`src/rtl/si_dac_ctrl.sv`:
```
// rtl/si_dac_ctrl.sv - sample-rate controller and MSB-first serializer for the 12-bit SI DAC
module si_dac_ctrl #(
    parameter int N      = 12,
    parameter int PERIOD = 32,
    parameter int CNT_W  = 16
) (
    input  logic             clk,
    input  logic             rst_n,
    input  logic             enable,
    input  logic [N-1:0]     s_data,
    input  logic             s_valid,
    output logic             s_ready,
    output logic             SI,
    output logic             SI_en,
    output logic             soc,
    output logic             busy,
    output logic             underrun,
    output logic [CNT_W-1:0] underrun_cnt
);

    localparam int PW = $clog2(PERIOD);
    localparam int BW = (N > 1) ? $clog2(N) : 1;
    localparam logic [PW-1:0] LAST = PW'(PERIOD - 1);

    generate
        if (PERIOD < N + 2) begin : g_bad_period
            $error("si_dac_ctrl: PERIOD must be at least N+2");
        end
    endgenerate

    typedef enum logic [1:0] {IDLE, SHIFT, CONV} state_t;

    state_t           state_q;
    logic [PW-1:0]    cnt_q, cnt_d;
    logic [N-1:0]     buf_q, shreg_q;
    logic             buf_full_q;
    logic [BW-1:0]    bit_q;
    logic             si_q, si_en_q, soc_q, busy_q, underrun_q;
    logic [CNT_W-1:0] ur_cnt_q;

    logic tick, load_now, accept;

    assign tick     = enable && (cnt_q == LAST);
    assign load_now = tick && (state_q == IDLE) && buf_full_q;
    assign s_ready  = !buf_full_q || load_now;
    assign accept   = s_valid && s_ready;

    always_comb begin
        cnt_d = cnt_q + PW'(1);
        if (!enable || cnt_q == LAST) begin
            cnt_d = '0;
        end
    end

    always_ff @(posedge clk or negedge rst_n) begin
        if (!rst_n) begin
            cnt_q <= '0;
        end else begin
            cnt_q <= cnt_d;
        end
    end

    // An accept in the load cycle refills the slot the FSM is emptying.
    always_ff @(posedge clk or negedge rst_n) begin
        if (!rst_n) begin
            buf_q      <= '0;
            buf_full_q <= 1'b0;
        end else if (accept) begin
            buf_q      <= s_data;
            buf_full_q <= 1'b1;
        end else if (load_now) begin
            buf_full_q <= 1'b0;
        end
    end

    always_ff @(posedge clk or negedge rst_n) begin
        if (!rst_n) begin
            state_q    <= IDLE;
            shreg_q    <= '0;
            bit_q      <= '0;
            si_q       <= 1'b0;
            si_en_q    <= 1'b0;
            soc_q      <= 1'b0;
            busy_q     <= 1'b0;
            underrun_q <= 1'b0;
            ur_cnt_q   <= '0;
        end else begin
            underrun_q <= 1'b0;
            case (state_q)
                IDLE: begin
                    if (tick) begin
                        if (buf_full_q) begin
                            shreg_q <= buf_q;
                            bit_q   <= BW'(N - 1);
                            si_q    <= buf_q[N-1];
                            si_en_q <= 1'b1;
                            busy_q  <= 1'b1;
                            state_q <= SHIFT;
                        end else begin
                            underrun_q <= 1'b1;
                            if (ur_cnt_q != '1) begin
                                ur_cnt_q <= ur_cnt_q + CNT_W'(1);
                            end
                        end
                    end
                end
                SHIFT: begin
                    // si_q is registered, so it is loaded with the bit that becomes the MSB next cycle.
                    shreg_q <= {shreg_q[N-2:0], 1'b0};
                    if (bit_q == '0) begin
                        si_q    <= 1'b0;
                        si_en_q <= 1'b0;
                        soc_q   <= 1'b1;
                        state_q <= CONV;
                    end else begin
                        bit_q <= bit_q - BW'(1);
                        si_q  <= shreg_q[N-2];
                    end
                end
                CONV: begin
                    soc_q   <= 1'b0;
                    busy_q  <= 1'b0;
                    state_q <= IDLE;
                end
                default: begin
                    state_q <= IDLE;
                end
            endcase
        end
    end

    assign SI           = si_q;
    assign SI_en        = si_en_q;
    assign soc          = soc_q;
    assign busy         = busy_q;
    assign underrun     = underrun_q;
    assign underrun_cnt = ur_cnt_q;

endmodule

```
`config.mk`:
```
export PLATFORM = sky130hd
export DESIGN_NAME = si_dac_ctrl
export DESIGN_NICKNAME = d
export VERILOG_FILES = /design/src/rtl/si_dac_ctrl.sv
export SDC_FILE = /design/constraint.sdc
export NUM_CORES = 1
export LEC_CHECK = 0
export ABC_CLOCK_PERIOD_IN_PS = 4000
export BUFFER_PORTS_ARGS = -buffer_cell sky130_fd_sc_hd__buf_2
export CORE_UTILIZATION = 50
export DETAILED_ROUTE_END_ITERATION = 10
export PLACE_DENSITY = 0.72
export SETUP_SLACK_MARGIN = 0.2
export SLEW_MARGIN = 20
export SYNTH_ARGS = -nofsm -noshare
export SYNTH_HDL_FRONTEND = slang
export SYNTH_SLANG_ARGS = --single-unit
```
`constraint.sdc`:
```
create_clock -name clk -period 4 [get_ports clk]
set_input_delay 0.2 -clock clk [delete_from_list [all_inputs] [get_ports clk]]
set_output_delay 0.2 -clock clk [all_outputs]
set_load 0.01 [all_outputs]
```
==> flow_summary.yaml, run 1 <==
routing:
  firstDrtPassIters: 4
  drt_first_iter_violations: 106
  vias_after_detailed_routing: 1628
  antenna_violating_nets_post_route: 0
  finalWirelength_microns: 4130
  drc: 0
  route.detailed.vias_per_inst: 5.06
  routed_wire_length_per_instance_microns: 12.8
sta:
  period_share_pct: 54.8
  tightest_slew_ns: 0.688
  final_hold_violations: 0
  setup_viol: 0
  report.final.slew_viol_count: 0
  timing.fmax_ghz: 0.456
  rsz_0062_raised_after_global_routing: "false"
  final_period_minus_worst_setup_slack_ns: 2.19
  setup_tns_ns: 0
  skew_ns: 0.00489
  slew_headroom_pct: 54.1
run:
  timing.max_cap.violations: 0
worst_setup_path:
  worst_setup_path_end_kind: "flip-flop"
  setup_cp_type: "reg2reg"
  cp-start-kind: "flip-flop"
  reg2reg_slack_ns: 1.81
  worst-endpoint-arrival_ns: 2.38
  worstPathBufferInverterCount: 0
  critical_path.top_delay_family: "simple AND/OR/NAND/NOR gates"
  critical_path_peak_fanout: 12
  slowest_stage_delay_on_critical_path_ns: 0.43
  crit_required_ns: 4.19
  cell_breakdown_of_the_critical_path: "ha_1 > and3_1 > ha_1 > nand4bb_1 > nand2_1 > nand2_1 > mux2_2"
  critical-path-slowest-cell: "sky130_fd_sc_hd__nand2_1"
logic_synthesis:
  synthesis.yosys.warnings: 0
  yosysSeqAreaShare_pct: 56.3
  synth.cell_area_sq_um: 2490
  synthDistinctLibCells: 37
  synth_fp_nets: 235
  synthesis.instances: 214
  avgSynthCellArea_sq_um: 11.6
  synth-seq-cells: 56
die:
  ios: 38
  die_outline_area_sq_um: 5260
  die_width_microns: 72.5
  starting_density_pct: 52.3
  design.core.area_sq_um: 4750
  die-height_microns: 72.5
  placement_rows: 25
placement:
  gpl.final_weighted_congestion: 0.744
  place.port_buffers: 37
  detailed_place_hpwl_microns: 2910
global_routing:
  pin_count_of_the_biggest_net_entering_global_routing: 57
  grt-ovfl-total: 0
  via_count_of_the_first_global_routing_pass: 1490
  grt.total_usage_pct: 17.7
  initial_antenna_violation_count: 0
  grt_first_pass_wirelength_microns: 7090
power:
  pnr_total_power_w: 0.00101
  power.density_cell_area_nw_per_um2: 356
  static_leakage_nw: 1.44
  vdd_ir_drop_max_v: 0.000216
final_layout:
  layout.area.seq_sq_um: 1400
  drive_above_1_share_pct: 25.9
  syn2layout_area_growth_pct: 14.5
  nFillCells: 427
  final_common_cell: "sky130_fd_sc_hd__dfrtp_1"
  design.final.nets: 276
  n_antenna_cell: 0
  multi_input_comb_area_sq_um: 1020
  layout_common_cells: "56 x sky130_fd_sc_hd__dfrtp_1, 37 x sky130_fd_sc_hd__buf_2, 25 x sky130_fd_sc_hd__nand2_1"
clocking:
  cts_inserted_buffers: 5
  clock_sink_count: 56
  post-cts-setup-buffers: 0
  insertion_delay_ns: 0.30
  holdBufCountCts: 0
  clkTransAtPathRegs_ns: 0.09
  postCtsResizedCells: 0
  cts_max_path_buffers: 2
  cts.root.buffer_cell: "sky130_fd_sc_hd__clkbuf_8"
  tritoncts: "done"
  htreeDepth: 2
outcome:
  outcome: "finished clean"
hold_path:
  hp-class: "in2async"
-- routing by layer --
metal  GRT usage (%)  wire length, microns  vias up
li1                -                     -      824
met1            24.8                  2060      775
met2            27.1                  1900       22
met3            3.75                    98        7
met4            7.19                    71        0
met5               0                     0        -
-- final timing paths --
kind                       cells past startpoint          startpoint                      end
min reg2reg                                    1  cnt_q[0]$_DFF_PN0_       cnt_q[0]$_DFF_PN0_
min in group clk                               2             s_valid   buf_full_q$_DFFE_PN0P_
max                                            7  cnt_q[0]$_DFF_PN0_     buf_q[7]$_DFFE_PN0P_
min                                            2               rst_n  shreg_q[10]$_DFFE_PN0P_
max reg2reg                                    7  cnt_q[0]$_DFF_PN0_     buf_q[7]$_DFFE_PN0P_
max in group asynchronous                      2               rst_n   shreg_q[9]$_DFFE_PN0P_
-- cell usage after synthesis --
library cell,instances,share of area [%]
sky130_fd_sc_hd__xnor2_1,5,1.8
sky130_fd_sc_hd__a31oi_1,1,0.25
sky130_fd_sc_hd__nand4bb_1,1,0.45
sky130_fd_sc_hd__ha_1,5,2.5
sky130_fd_sc_hd__inv_1,7,1.1
sky130_fd_sc_hd__nor3_1,7,1.4
sky130_fd_sc_hd__clkbuf_1,2,0.30
sky130_fd_sc_hd__o21ai_0,15,3.0
sky130_fd_sc_hd__nor3b_1,4,1.2
sky130_fd_sc_hd__nand3_1,4,0.80
sky130_fd_sc_hd__buf_4,1,0.30
sky130_fd_sc_hd__a32o_1,1,0.40
sky130_fd_sc_hd__nor2b_1,1,0.25
sky130_fd_sc_hd__xor2_1,12,4.2
sky130_fd_sc_hd__mux2_2,12,5.4
sky130_fd_sc_hd__a21oi_1,1,0.20
sky130_fd_sc_hd__mux2i_1,10,4.0
sky130_fd_sc_hd__or2_0,1,0.25
sky130_fd_sc_hd__nor4_2,2,1.0
sky130_fd_sc_hd__dfrtp_1,56,56
sky130_fd_sc_hd__and4_1,2,0.70
sky130_fd_sc_hd__o41ai_1,1,0.35
sky130_fd_sc_hd__nand2b_1,6,1.5
sky130_fd_sc_hd__and3_1,3,0.75
sky130_fd_sc_hd__a22oi_1,1,0.30
sky130_fd_sc_hd__nor2_1,10,1.5
sky130_fd_sc_hd__and3b_1,1,0.35
sky130_fd_sc_hd__or2_2,1,0.25
sky130_fd_sc_hd__nor4_4,1,0.86
sky130_fd_sc_hd__and4bb_2,1,0.50
sky130_fd_sc_hd__buf_2,4,0.80
sky130_fd_sc_hd__a221o_1,1,0.40
sky130_fd_sc_hd__nand3b_1,2,0.60
sky130_fd_sc_hd__mux2_1,1,0.45
sky130_fd_sc_hd__nand4_1,5,1.3
sky130_fd_sc_hd__nand3_2,1,0.40
sky130_fd_sc_hd__nand2_1,25,3.8
-- power breakdown --
part | total [W] | internal [W] | switching, W
Sequential | 0.000625 | 0.000602 | 0.0000224
Combinational | 0.0000704 | 0.0000355 | 0.0000349
Clock | 0.000318 | 0.000154 | 0.000163
-- registers in the layout (all words and copies together), names as in the netlist --
name          count
SI                1
SI_en             1
bit_q             4
buf_full_q        1
buf_q            12
busy              1
cnt_q             5
shreg_q          11
soc               1
state_q           2
underrun          1
underrun_cnt     16
-- cells by family after synthesis --
kind of cell / after synthesis / share of synthesized area (%)
XOR/XNOR: 17 / 5.99
adder cells (fa/ha/maj): 5 / 2.52
AO/OA/AOI/OAI: 21 / 4.93
AND/OR/NAND/NOR: 78 / 17.9
flip-flops: 56 / 56.3
buffers and inverters: 14 / 2.47
multiplexers: 23 / 9.91
-- through the flow --
| stage | hold WS [ns] | util [%] | setup WS (ns) | instances | instance area, sq um |
|---|---|---|---|---|---|
| 6_report | 0.00676 | 59.9 | 1.81 | 322 | 2850 |
| 5_1_grt | 0.0734 | 59.9 | 1.70 | 322 | 2850 |
| 4_1_cts | 0.0418 | 59.9 | 1.79 | 322 | 2850 |
| 3_5_place_dp | 0.378 | 57.9 | 1.81 | 315 | 2750 |
| 3_3_place_gp | 0.380 | 57.9 | 1.85 | 315 | 2750 |
| 2_1_floorplan | -0.0956 | - | 1.97 | 214 | 2490 |
-- cell type report --
type,instances,area share (%)
Inverter,7,0.923
Tap cell,67,2.94
Clock buffer,7,3.38
Sequential cell,56,49.2
Timing Repair Buffer,41,7.56
Multi-Input combinational cell,144,36.0
(Power assumes the default switching activity.)
==> run 2: changes to the inputs <==
- ABC_CLOCK_PERIOD_IN_PS: 4000 -> 2200
- clock period: 4 -> 2.2 ns (I/O delays scaled with it)
==> run 2 against run 1 <==
Net effect:
- fmax is 12% higher
- largest power group unchanged
- cell area is 5.2% higher
- cell count is 3.4% higher
==> flow_summary.yaml, run 2 (synthesis gave the netlist of run 1 again) <==
run:
  timing.max_cap.violations: 0
power:
  power.density_cell_area_nw_per_um2: 646
  vdd_ir_drop_max_v: 0.000524
  static_leakage_nw: 1.50
routing:
  route.detailed.vias_per_inst: 5.21
  vias_after_detailed_routing: 1735
  firstDrtPassIters: 4
  finalWirelength_microns: 4590
  antenna_violating_nets_post_route: 0
  routed_wire_length_per_instance_microns: 13.8
  drt_first_iter_violations: 120
  drc: 0
final_layout:
  largest_register_ffs: 16
  layout.area.seq_sq_um: 1400
  final_common_cell: "sky130_fd_sc_hd__dfrtp_1"
  syn2layout_area_growth_pct: 20.4
  drive_above_1_share_pct: 32.0
  design.final.nets: 286
  layout_common_cells: "56 x sky130_fd_sc_hd__dfrtp_1, 37 x sky130_fd_sc_hd__buf_2, 23 x sky130_fd_sc_hd__nand2_1"
  n_antenna_cell: 0
  post-route-cell-area_sq_um: 3000
  multi_input_comb_area_sq_um: 1070
  nFillCells: 406
worst_setup_path:
  critical_path_peak_fanout: 4
  worst-endpoint-arrival_ns: 2.15
  setup_cp_type: "reg2reg"
  worst_setup_path_end_kind: "flip-flop"
  cp-start-kind: "flip-flop"
  crit_required_ns: 2.39
sta:
  tightest_slew_ns: 0.358
  final_hold_violations: 0
  final_period_minus_worst_setup_slack_ns: 1.95
  setup_viol: 0
  worst_slack_ns: 0.249
  slew_headroom_pct: 75.9
  skew_ns: 0.00490
  finalHoldWorstSlack_ns: 0.0202
  report.final.slew_viol_count: 0
  rsz_0062_raised_after_global_routing: "true"
  period_share_pct: 88.7
  setup_tns_ns: 0
  timing.fmax_ghz: 0.513
clocking:
  cts_inserted_buffers: 5
  clkTransAtPathRegs_ns: 0.09
  cts_max_path_buffers: 2
  cts.root.buffer_cell: "sky130_fd_sc_hd__clkbuf_8"
  tritoncts: "done"
  insertion_delay_ns: 0.31
  clock_sink_count: 56
  htreeDepth: 2
global_routing:
  initial_antenna_violation_count: 0
  via_count_of_the_first_global_routing_pass: 1651
  pin_count_of_the_biggest_net_entering_global_routing: 24
  grt_first_pass_wirelength_microns: 7540
  grt-ovfl-total: 0
  grt.total_usage_pct: 18.8
placement:
  gpl.final_weighted_congestion: 0.852
  pre_cts_ws_ns: 0.185
  place.port_buffers: 37
  detailed_place.area_sq_um: 2790
  detailed_place_hpwl_microns: 3190
die:
  design.core.area_sq_um: 4750
  placement_rows: 25
  ios: 38
  starting_density_pct: 52.3
  die_outline_area_sq_um: 5260
  die-height_microns: 72.5
  die_width_microns: 72.5
hold_path:
  hp-class: "in2reg"
outcome:
  outcome: "finished clean"
run 2: changes by cell type in the layout (fill, tap and decap cells not counted), sizes merged:
cell         previous run  this run
clkbuf                  7         6
dlygate4sd3             0         1
buf                    41        50
clkinv                  0         1
bufinv                  0         1
run 2: power by group:
group          switching (W)  internal [W]
registers          0.0000431       0.00110
logic              0.0000682     0.0000731
clock network       0.000318      0.000338
run 2: timing repair:
item | in CTS | in global routing
buffers inserted | 3 | 2
hold buffers | 1 | 0
pin swaps | 2 | 4
endpoints found under the setup margin | 19 | 23
endpoints found under the hold margin | 15 | 0
gates resized for setup | 4 | 8
run 2: worst paths after layout:
path / start / end / slack [ns] / cells past startpoint
max: cnt_q[1]$_DFF_PN0_ / underrun_cnt[1]$_DFFE_PN0P_ / 0.25 / 7
min: s_valid / buf_full_q$_DFFE_PN0P_ / 0.02 / 2
max reg2reg: cnt_q[1]$_DFF_PN0_ / underrun_cnt[1]$_DFFE_PN0P_ / 0.25 / 7
min reg2reg: busy$_DFFE_PN0P_ / busy$_DFFE_PN0P_ / 0.48 / 2
max in group asynchronous: rst_n / underrun_cnt[5]$_DFFE_PN0P_ / 1.34 / 3
min in group asynchronous: rst_n / shreg_q[8]$_DFFE_PN0P_ / 0.24 / 2
run 2: critical path, cell delays in order (launching register included):
cell,delay [ns]
sky130_fd_sc_hd__dfrtp_1,0.38
sky130_fd_sc_hd__ha_2,0.20
sky130_fd_sc_hd__and3_1,0.16
sky130_fd_sc_hd__ha_2,0.19
sky130_fd_sc_hd__and4bb_2,0.29
sky130_fd_sc_hd__nand2b_1,0.09
sky130_fd_sc_hd__nor2_1,0.20
sky130_fd_sc_hd__mux2_1,0.34
run 2: metal layers:
metal | up-vias | GRT usage (%) | routed length, microns
met2 | 34 | 29.7 | 2190
li1 | 839 | - | -
met3 | 7 | 3.33 | 167
met1 | 855 | 26.4 | 2160
met5 | - | 0 | 0
met4 | 0 | 6.54 | 65
run 2: metrics by stage:
step	cells	utilization, %	total power [W]
6_report	333	63.0	0.00194
5_1_grt	333	63.0	0.00202
4_1_cts	331	61.9	0.00195
3_5_place_dp	319	58.8	0.00129
3_3_place_gp	319	58.8	0.00128
2_1_floorplan	214	-	0.00123
run 2: area by class of cell:
type / instances / area share, %
multi-input combinational: 144 / 35.8
inverter: 7 / 0.877
tap: 67 / 2.80
timing repair buffer: 51 / 10.2
sequential: 56 / 46.8
clock inverter: 2 / 1.17
clock buffer: 6 / 2.42
==> run 3: changes to the inputs <==
- ABC_AREA: unset -> 1
- PLACE_DENSITY: 0.72 -> 0.71
==> run 3 against run 2 <==
Net effect:
- critical path depth rose by 1
- hold slack better by 0.0015 ns
- combinational power up 42%
- sequential power barely moved
- setup slack improved by 0.047 ns
- clock power grew 7.6%
- count of clock-buffer cells in the layout is the same
- first-iteration DRC count is 9.2% lower
- register-to-register slack better by 0.07 ns
- via count increased by 31%
- largest cell class unchanged
- wire length grew 16%
- sequential share of layout area down 4.9 points
==> flow_summary.yaml, run 3 <==
outcome:
  outcome: "finished clean"
routing:
  route.detailed.vias_per_inst: 4.84
  drt_first_iter_violations: 109
  routed_wire_length_per_instance_microns: 11.3
  firstDrtPassIters: 5
  antenna_violating_nets_post_route: 0
  vias_after_detailed_routing: 2270
  finalWirelength_microns: 5320
  drc: 0
worst_setup_path:
  worst_setup_path_end_kind: "output pin"
  crit_required_ns: 2.09
  worst-endpoint-arrival_ns: 1.79
  worstPathBufferInverterCount: 2
  critical_path.top_delay_family: "adder cells"
  critical_path.most_common_cell: "sky130_fd_sc_hd__ha_2"
  critical_path_peak_fanout: 9
  critical-path-slowest-cell: "sky130_fd_sc_hd__dfrtp_1"
  cp-start-kind: "flip-flop"
  slowest_stage_delay_on_critical_path_ns: 0.37
  cell_breakdown_of_the_critical_path: "ha_2 > nand2_2 > nor2_1 > ha_2 > nand2_4 > o21ai_4 > buf_6 > buf_2"
  setup_cp_type: "reg2out"
power:
  power.share.switching_pct: 23.9
  pnr_total_power_w: 0.00206
  power.share.combinational_pct: 9.7
  static_leakage_nw: 1.68
  netSwitchingPower_w: 0.000491
  power.sequential.fraction_pct: 56.0
  vdd_ir_drop_max_v: 0.000410
  power.density_cell_area_nw_per_um2: 615
  share_clk_of_total_power_pct: 34.3
  power_report.internal_total_w: 0.00157
sta:
  final_period_minus_worst_setup_slack_ns: 1.90
  final_hold_violations: 0
  slew_headroom_pct: 65.9
  report.final.slew_viol_count: 0
  tightest_slew_ns: 0.511
  skew_ns: 0.00586
  setup_tns_ns: 0
  setup_viol: 0
  timing.fmax_ghz: 0.525
  period_share_pct: 86.6
  finalHoldWorstSlack_ns: 0.0217
  worst_slack_ns: 0.295
  rsz_0062_raised_after_global_routing: "false"
global_routing:
  grt-ovfl-total: 0
  pin_count_of_the_biggest_net_entering_global_routing: 25
  via_count_of_the_first_global_routing_pass: 2052
  grt_first_pass_wirelength_microns: 9130
  grt.total_usage_pct: 19.4
  initial_antenna_violation_count: 0
clocking:
  cts_max_path_buffers: 2
  cts_inserted_buffers: 5
  tritoncts: "done"
  cts.root.buffer_cell: "sky130_fd_sc_hd__clkbuf_8"
  clkTransAtPathRegs_ns: 0.10
  insertion_delay_ns: 0.31
  htreeDepth: 2
  clock_sink_count: 56
final_layout:
  n_antenna_cell: 0
  layout_utilization_pct: 63.5
  design.final.nets: 419
  drive_above_1_share_pct: 23.8
  syn2layout_area_growth_pct: 18.6
  layout_common_cells: "110 x sky130_fd_sc_hd__nand2_1, 56 x sky130_fd_sc_hd__dfrtp_1, 38 x sky130_fd_sc_hd__inv_1"
  largest_register_ffs: 16
  final_common_cell: "sky130_fd_sc_hd__nand2_1"
logic_synthesis:
  synth_flop_cell: "sky130_fd_sc_hd__dfrtp_1"
  yosysSeqAreaShare_pct: 49.7
  synth_most_common_cell: "sky130_fd_sc_hd__nand2_1"
  async_reset_ff_share_pct: 100
  synth_commonest_cells: "112 x sky130_fd_sc_hd__nand2_1, 56 x sky130_fd_sc_hd__dfrtp_1, 39 x sky130_fd_sc_hd__inv_1"
  yosys-top-cells-area: "sky130_fd_sc_hd__dfrtp_1 50%, sky130_fd_sc_hd__nand2_1 15%, sky130_fd_sc_hd__nand3_1 6.0%"
  synth.largest_area_cell: "sky130_fd_sc_hd__dfrtp_1"
  synth_fp_nets: 368
  synthesis.yosys.warnings: 0
  synth-seq-cells: 56
  synth.cell_area_sq_um: 2820
  avgSynthCellArea_sq_um: 8.13
  synth_largest_type_area_fraction_pct: 49.7
  synthesis.instances: 347
  edff_count_synth: 0
  synthDistinctLibCells: 28
placement:
  place.port_buffers: 37
  pre_cts_ws_ns: 0.235
  gpl.final_weighted_congestion: 0.788
  detailed_place_hpwl_microns: 3690
die:
  die_outline_area_sq_um: 5940
  starting_density_pct: 53.5
  design.core.area_sq_um: 5270
  ios: 38
  die-height_microns: 77.1
  die_width_microns: 77.1
  placement_rows: 26
run:
  timing.max_cap.violations: 0
hold_path:
  hp-class: "in2reg"
## run 3: cell count changes after synthesis, sizes merged, moves of 6 or more
cell,change
mux2i,-10
nor3,-6
inv,+35
o21ai,+15
nand2,+101
nor2,+19
xor2,-9
mux2,-13
nand2b,-6
nand3,+30
## run 3: final cells by class
type / instances / area, sq um
Clock buffer: 6 / 82.6
Tap cell: 70 / 87.6
Fill cell: 472 / 1930
Timing Repair inverter: 3 / 22.5
Inverter: 42 / 161
Timing Repair Buffer: 50 / 302
Clock inverter: 2 / 38.8
Multi-Input combinational cell: 240 / 1250
Sequential cell: 56 / 1400
## run 3: worst reg2reg max path, stage by stage, from the launching register on
cell,delay [ns]
sky130_fd_sc_hd__dfrtp_1,0.37
sky130_fd_sc_hd__ha_2,0.19
sky130_fd_sc_hd__nand2_2,0.06
sky130_fd_sc_hd__nor2_1,0.10
sky130_fd_sc_hd__ha_2,0.23
sky130_fd_sc_hd__nand2_4,0.08
sky130_fd_sc_hd__nor2_4,0.12
sky130_fd_sc_hd__o21ai_4,0.08
sky130_fd_sc_hd__buf_12,0.15
sky130_fd_sc_hd__nor2_2,0.21
sky130_fd_sc_hd__nand2_1,0.10
sky130_fd_sc_hd__o21ai_0,0.10
## run 3: timing repair
action / in CTS / in global routing
hold endpoints to repair: 21 / 0
pin swaps: 0 / 9
hold buffers: 1 / 0
cloned: 0 / 3
setup endpoints to repair: 1 / 16
buffers inserted: 0 / 9
gates resized for setup: 1 / 18
## run 3: kinds of logic (layout without fill, tap and decap cells)
logic type / count (synthesis) / in the layout / synth area share, %
AO/OA/AOI/OAI: 33 / 33 / 6.30
XOR/XNOR: 6 / 6 / 1.86
adder cells (fa/ha/maj): 5 / 5 / 2.22
buffers and inverters: 51 / 103 / 7.85
flip-flops: 56 / 56 / 49.7
AND/OR/NAND/NOR: 196 / 196 / 32.1
## run 3: path summary, 6_finish.rpt
path | startpoint | endpoint | slack [ns] | cells past startpoint
worst max-delay path | cnt_q[0]$_DFF_PN0_ | s_ready | 0.30 | 8
worst min-delay path | s_data[9] | buf_q[9]$_DFFE_PN0P_ | 0.02 | 3
worst max register to register | cnt_q[0]$_DFF_PN0_ | bit_q[3]$_DFFE_PN0P_ | 0.32 | 11
worst min register to register | buf_q[1]$_DFFE_PN0P_ | buf_q[1]$_DFFE_PN0P_ | 0.48 | 2
max in group asynchronous | rst_n | underrun_cnt[1]$_DFFE_PN0P_ | 1.29 | 3
min in group asynchronous | rst_n | cnt_q[3]$_DFF_PN0_ | 0.29 | 2
## run 3: power by group through the flow
stage	sequential [W]	combinational [W]	clock [W]
2_1_floorplan	0.00116	0.000123	0
3_3_place_gp	0.00117	0.000180	0
3_5_place_dp	0.00117	0.000184	0
4_1_cts	0.00115	0.000187	0.000727
5_1_grt	0.00116	0.000241	0.000770
6_report	0.00115	0.000200	0.000706
## run 3: routing by layer
metal	GRT usage, %	share of wire [%]
met1	25.3	47
met2	31.6	49
met3	5.00	3.9
met4	6.23	0
met5	0	0
## run 3: stage by stage
step | cells | cell area, sq um
after floorplan | 347 | 2820
after global placement | 448 | 3050
after detailed placement | 448 | 3050
after CTS | 457 | 3190
after global routing | 469 | 3340
final | 469 | 3340
